File: src/rtl/sc_pkg.sv
// Shared definitions for the stochastic-computing datapath (SNG encode and
// stream decode use the same default window so their lengths always match).
package sc_pkg;

  localparam int SC_LOG2_LEN = 8;

  typedef enum logic [1:0] {
    IDLE  = 2'd0,
    ACCUM = 2'd1,
    HOLD  = 2'd2
  } sc_state_t;

endpackage

File: src/rtl/sc_stream_decoder.sv
// Stochastic-to-binary converter: counts the ones over 2^LOG2_LEN valid
// samples and returns the count through a valid/ready result handshake.
//
// state | meaning
// IDLE  | waiting for start; samples ignored
// ACCUM | window open; valid samples counted
// HOLD  | result presented on count_out until count_ready
module sc_stream_decoder
  import sc_pkg::*;
#(
  parameter int LOG2_LEN = SC_LOG2_LEN
) (
  input  logic                clk,
  input  logic                rst,
  input  logic                start,
  input  logic                bit_in,
  input  logic                bit_valid,
  output logic                busy,
  output logic [LOG2_LEN:0]   count_out,
  output logic                count_valid,
  input  logic                count_ready
);

  localparam int CW = LOG2_LEN + 1;
  localparam logic [CW-1:0] LAST_IDX = {1'b0, {LOG2_LEN{1'b1}}};

  sc_state_t         r_state;
  sc_state_t         w_state_nxt;
  logic [CW-1:0]     r_samp_cnt;
  logic [CW-1:0]     r_ones_cnt;
  logic [CW-1:0]     r_count_out;
  logic [CW-1:0]     w_ones_inc;
  logic              r_busy;
  logic              r_count_valid;
  logic              w_clr;
  logic              w_acc;
  logic              w_done;

  assign w_ones_inc = r_ones_cnt + {{LOG2_LEN{1'b0}}, bit_in};

  always_ff @(posedge clk or posedge rst) begin
    if (rst) r_state <= IDLE;
    else     r_state <= w_state_nxt;
  end

  // A start inside ACCUM restarts the window and drops that cycle's sample.
  always_comb begin
    w_state_nxt = r_state;
    w_clr       = 1'b0;
    w_acc       = 1'b0;
    w_done      = 1'b0;
    case (r_state)
      IDLE: begin
        if (start) begin
          w_state_nxt = ACCUM;
          w_clr       = 1'b1;
        end
      end
      ACCUM: begin
        if (start) begin
          w_clr = 1'b1;
        end else if (bit_valid) begin
          w_acc = 1'b1;
          if (r_samp_cnt == LAST_IDX) begin
            w_done      = 1'b1;
            w_state_nxt = HOLD;
          end
        end
      end
      HOLD: begin
        if (count_ready) begin
          if (start) begin
            w_state_nxt = ACCUM;
            w_clr       = 1'b1;
          end else begin
            w_state_nxt = IDLE;
          end
        end
      end
      default: w_state_nxt = IDLE;
    endcase
  end

  always_ff @(posedge clk or posedge rst) begin
    if (rst) begin
      r_samp_cnt <= '0;
      r_ones_cnt <= '0;
    end else if (w_clr) begin
      r_samp_cnt <= '0;
      r_ones_cnt <= '0;
    end else if (w_acc) begin
      r_samp_cnt <= r_samp_cnt + CW'(1);
      r_ones_cnt <= w_ones_inc;
    end
  end

  // Outputs are registered from the next state so no input reaches a port combinationally.
  always_ff @(posedge clk or posedge rst) begin
    if (rst) begin
      r_count_out   <= '0;
      r_busy        <= 1'b0;
      r_count_valid <= 1'b0;
    end else begin
      if (w_done) r_count_out <= w_ones_inc;
      r_busy        <= (w_state_nxt == ACCUM);
      r_count_valid <= (w_state_nxt == HOLD);
    end
  end

  assign busy        = r_busy;
  assign count_out   = r_count_out;
  assign count_valid = r_count_valid;

endmodule

File: config.mk
export PLATFORM = sky130hd
export DESIGN_NAME = sc_stream_decoder
export DESIGN_NICKNAME = d
export VERILOG_FILES = /design/src/rtl/sc_pkg.sv /design/src/rtl/sc_stream_decoder.sv
export SDC_FILE = /design/constraint.sdc
export NUM_CORES = 1
export LEC_CHECK = 0
export CORE_UTILIZATION = 25
export DETAILED_ROUTE_END_ITERATION = 8
export SLEW_MARGIN = 20
export SYNTH_ARGS = -nofsm -noshare
export SYNTH_HDL_FRONTEND = slang
export SYNTH_SLANG_ARGS = --single-unit
File: constraint.sdc
create_clock -name clk -period 4.5 [get_ports clk]
set_clock_uncertainty 0.15 [all_clocks]
set_input_delay 0.45 -clock clk [delete_from_list [all_inputs] [get_ports clk]]
set_output_delay 0.45 -clock clk [all_outputs]
set_load 0.01 [all_outputs]
=== Word level (Yosys, flattened, before mapping) ===
Index checks and enable logic that the tools add are counted.

* Word-level logic and storage cells: 37
* Bits of input ports: 6
* Register bits after elaboration: 31

* Equality and inequality tests: 5
* Mux-type cells: 21
* Add/subtract/negate cells: 2
* Reductions and logical operators: 3

{| class="wikitable"
|+ Operator list
! cell !! number
|-
| $mux W9 || 4
|-
| $mux W1 || 10
|-
| $mux W2 || 5
|-
| $add A9 B1 Y9 || 1
|-
| $add A9 B1 Y9 const B || 1
|-
| $eq A9 B8 Y1 const B || 1
|-
| $pmux W2 S3 || 1
|-
| $eq A2 B1 Y1 const B || 2
|-
| $eq A2 B2 Y1 const B || 2
|-
| $logic_not A2 Y1 || 1
|-
| $pmux W1 S2 || 1
|-
| $reduce_bool A2 Y1 || 1
|-
| $reduce_or A2 Y1 || 1
|}

=== Longest topological paths before layout ===
* Depth in word-level cells: 6
* Mapped depth: 10

=== Worst setup path before layout ===
No wires, ideal clock.

* Path type: reg2reg
* Start: register r_samp_cnt[0]
* End: register r_count_out[0] (netlist: count_out[0])
* Data required time: 4.225 ns
* Data arrival time: 1.816 ns
* Buffers on the path: 1
* Stages on the path, launching flop included: 9
* Path slack: 2.409 ns
* Period minus slack after synthesis: 2.091 ns
* Cell sequence: dfrtp_1 ha_1 nand3_1 nor2_1 ha_1 nand2_1 or4b_1 buf_2 mux2_4

* Cells in the longest elaborated chain, start to end: 5

{| class="wikitable"
|+ Ends and longest elaborated chain
! item !! line !! RTL
|-
| from (decl) || sc_stream_decoder.sv:29 || <nowiki>logic [CW-1:0] r_samp_cnt;</nowiki>
|-
| from (signal assigned) || sc_stream_decoder.sv:92 || <nowiki>r_samp_cnt <= r_samp_cnt + CW'(1);</nowiki>
|-
| $eq A9 B8 Y1 || sc_stream_decoder.sv:64 || <nowiki>if (r_samp_cnt == LAST_IDX) begin</nowiki>
|-
| $mux W1 || sc_stream_decoder.sv:64 ||
|-
| $mux W1 || sc_stream_decoder.sv:62 || <nowiki>end else if (bit_valid) begin</nowiki>
|-
| $mux W1 || sc_stream_decoder.sv:60 || <nowiki>if (start) begin</nowiki>
|-
| $mux W1 || sc_stream_decoder.sv:52 || <nowiki>case (r_state)</nowiki>
|-
| to (signal assigned) || sc_stream_decoder.sv:104 || <nowiki>if (w_done) r_count_out <= w_ones_inc;</nowiki>
|-
| to (decl) || sc_stream_decoder.sv:31 || <nowiki>logic [CW-1:0] r_count_out;</nowiki>
|}

No other way between the ends.
A chain may end at the register's enable or synchronous reset.

=== Worst setup path after layout ===
Ends and elaborated chain as after synthesis.

==> flow_metrics.env <==
export IMPL_fin_nets=180
export IMPL_pin_count=17
export IMPL_row_count=27
export IMPL_power_density_nw_per_um2=308
export IMPL_holdPathStages=2
export IMPL_setup_ws_ns=2.00
export IMPL_fin_crit_ns=2.50
export IMPL_crit_fanout=18
export IMPL_core_sq_um=5680
export IMPL_yosysSeqAreaShare_pct=51.4
export IMPL_die_h_um=79.7
export IMPL_hp_start="count_out[5]"
export IMPL_drc=0
export IMPL_final_util_pct=32.0
export IMPL_ys_flop_type="dfrtp_1"
export IMPL_start_util_pct=26.6
export IMPL_syn_area_per_cell_sq_um=9.80
export IMPL_layout_cells_non_filler=243
export IMPL_irDropWorstVdd_v=0.000113
export IMPL_overflow=0
export IMPL_final_common_cell="dfrtp_1"
export IMPL_vias=1117
export IMPL_switching_share_pct=22.2
export IMPL_clk_pin_slew_ns=0.06
export IMPL_cts_tree="done"
export IMPL_synth_edff_count=0
export IMPL_r2r_start="r_samp_cnt[0]"
export IMPL_status="finished clean"
export IMPL_synth_distinct_cells=34
export IMPL_pre_cts_slack_ns=1.77
export IMPL_die_area_sq_um=6350
export IMPL_slew_headroom_pct=31.9
export IMPL_setup_violations=0
export IMPL_final_cell_mix="dfrtp_1 (31), nand2_1 (22), nor2_1 (18)"
export IMPL_cp_arrival_ns=2.52
export IMPL_endpoint_kind="register"
export IMPL_die_w_um=79.7
export IMPL_min_to="count_out[5]"
export IMPL_area_growth_pct=20.4
export IMPL_layout_area_seq_sq_um=776
export IMPL_numCtsBuffers=5
export IMPL_switching_power_uw=124
export IMPL_place_congestion=0.701
export IMPL_syn_inst=154
export IMPL_reg2reg_to="count_out[0]"
export IMPL_cts_resized=0
export IMPL_synth_top_cell_by_area="dfrtp_1"
export IMPL_clock_root_buffer="clkbuf_8"
export IMPL_yosys_register_bits=31
export IMPL_clkLatencyLatePin_ns=0.28
export IMPL_multi_input_area_sq_um=672
export IMPL_synth_fp_nets=164
export IMPL_dp_hpwl_um=1850
export IMPL_avgViaCountPerCell=4.60
export IMPL_fill_cells=582
export IMPL_wirelength_um=2770
export IMPL_diodes=0
export IMPL_pwr_share_clk_pct=42.8
export IMPL_p_int_uw=435
export IMPL_grt_use_total_pct=10.3
export IMPL_synthArstFlopShare_pct=100
export IMPL_drt_iter0_drc=57
export IMPL_path_class="register to register"
export IMPL_cp_start_kind="register"
export IMPL_fin_tns_setup_ns=0
export IMPL_hold_buffers=0
export IMPL_cp_required_ns=4.52
export IMPL_synth_top_area_share_pct=51.4
export IMPL_grt_antenna_before_repair=0
export IMPL_firstDrtPassIters=4
export IMPL_syn_cell_area_sq_um=1510
export IMPL_pwr_share_seq_pct=51.5
export IMPL_port_buffers=16
export IMPL_p_leak_nw=0.772
export IMPL_cts_sink_count=31
export IMPL_postCtsSetupRepairBufs=0
export IMPL_drv_slew=0
export IMPL_clock_path_buffers=2
export IMPL_htreeDepth=2
export IMPL_avgRoutedWirePerCell_um=11.4
export IMPL_dp_cells=235
export IMPL_synthTopCellsByArea="dfrtp_1 (51%), nand2_1 (5.5%), nor2_1 (4.5%)"
export IMPL_pwr_share_comb_pct=5.7
export IMPL_grt_pass1_vias=1064
export IMPL_max_freq_mhz=400
export IMPL_ff2ff_setup_slack_ns=2.00
export IMPL_hold_viol_final=0
export IMPL_rr_worst_depth=7
export IMPL_grt_max_degree=32
export IMPL_hp_class="register to register"
export IMPL_maxCapViolCount=0
export IMPL_tightestPinTransition_ns=1.02
export IMPL_drive_gt1_share_pct=7.02
export IMPL_antenna_left=0
export IMPL_ys_warn_count=0
export IMPL_rsz0062_at_grt="false"
export IMPL_grt_pass1_wl_um=4880
export IMPL_fin_crit_sh_pct=55.5
flip-flops by register name (all words and copies together), names as in the netlist:
| name | count |
|---|---|
| r_samp_cnt | 9 |
| count_valid | 1 |
| r_state | 2 |
| count_out | 9 |
| r_ones_cnt | 9 |
| busy | 1 |
cells in the mapped netlist, drive strengths merged, types with 3 or more instances:
cell type / number
o22ai: 3
buf: 6
dfrtp: 31
inv: 3
xnor2: 6
nand4: 4
ha: 4
nand3: 6
nand2: 22
o21ai: 14
a21oi: 5
xor2: 6
nor2: 18
through the flow:
| stage | power [mW] | hold WS, ns | area, sq um |
|---|---|---|---|
| after floorplan | 0.315 | 0.329 | 1510 |
| after global placement | 0.326 | 0.312 | 1720 |
| after detailed placement | 0.326 | 0.322 | 1720 |
| after CTS | 0.572 | 0.336 | 1820 |
| after global routing | 0.588 | 0.385 | 1820 |
| final | 0.559 | 0.326 | 1820 |
worst max-delay path, cell delays in order (launching register included):
cell and delay, ns:
dfrtp_1 0.39, ha_1 0.24, nand3_1 0.09, nor2_1 0.12
ha_1 0.16, nand2_1 0.05, or4b_1 0.78, mux2_4 0.41
power groups by stage:
stage | Combinational (mW) | Clock, mW | Sequential, mW
after CTS | 0.0330 | 0.251 | 0.288
after global routing | 0.0368 | 0.263 | 0.289
after detailed placement | 0.0331 | 0 | 0.293
after floorplan | 0.0243 | 0 | 0.291
after global placement | 0.0325 | 0 | 0.293
final | 0.0319 | 0.239 | 0.288
layer usage:
layer	global-route usage (%)	vias to the layer above	share of wire, %	routed length, um
met5	0	-	0	0
met4	6.00	0	2.5	70
met3	4.11	6	5.0	138
met2	15.4	20	44	1210
met1	12.4	524	49	1360
li1	-	567	-	-
cell type report:
type / instances / area share (%)
clock buffer: 8 / 5.51
inverter: 3 / 0.620
multi-input combinational: 112 / 37.0
sequential: 31 / 42.7
tap: 72 / 4.96
timing repair buffer: 17 / 9.23
how the worst max path moves through the flow:
stage | start | endpoint | slack (ns)
2_1_floorplan | r_samp_cnt[0] | count_out[0] | 2.41
3_3_place_gp | start | r_ones_cnt[8] | 1.89
3_5_place_dp | start | r_ones_cnt[8] | 1.77
4_1_cts | r_samp_cnt[0] | count_out[0] | 2.00
5_1_grt | r_samp_cnt[0] | count_out[1] | 1.83
6_report | r_samp_cnt[0] | count_out[0] | 2.00
logic make-up after synthesis:
group                    count (synthesis)  share of synthesized area [%]
AND/OR/NAND/NOR                         63                           19.9
flip-flops                              31                           51.4
AO/OA/AOI/OAI                           30                           11.7
XOR/XNOR                                12                           6.97
buffers and inverters                   11                           4.06
adder cells (fa/ha/maj)                  4                           3.32
multiplexers                             3                           2.65
Note: power is estimated with default switching activity, not from simulation.
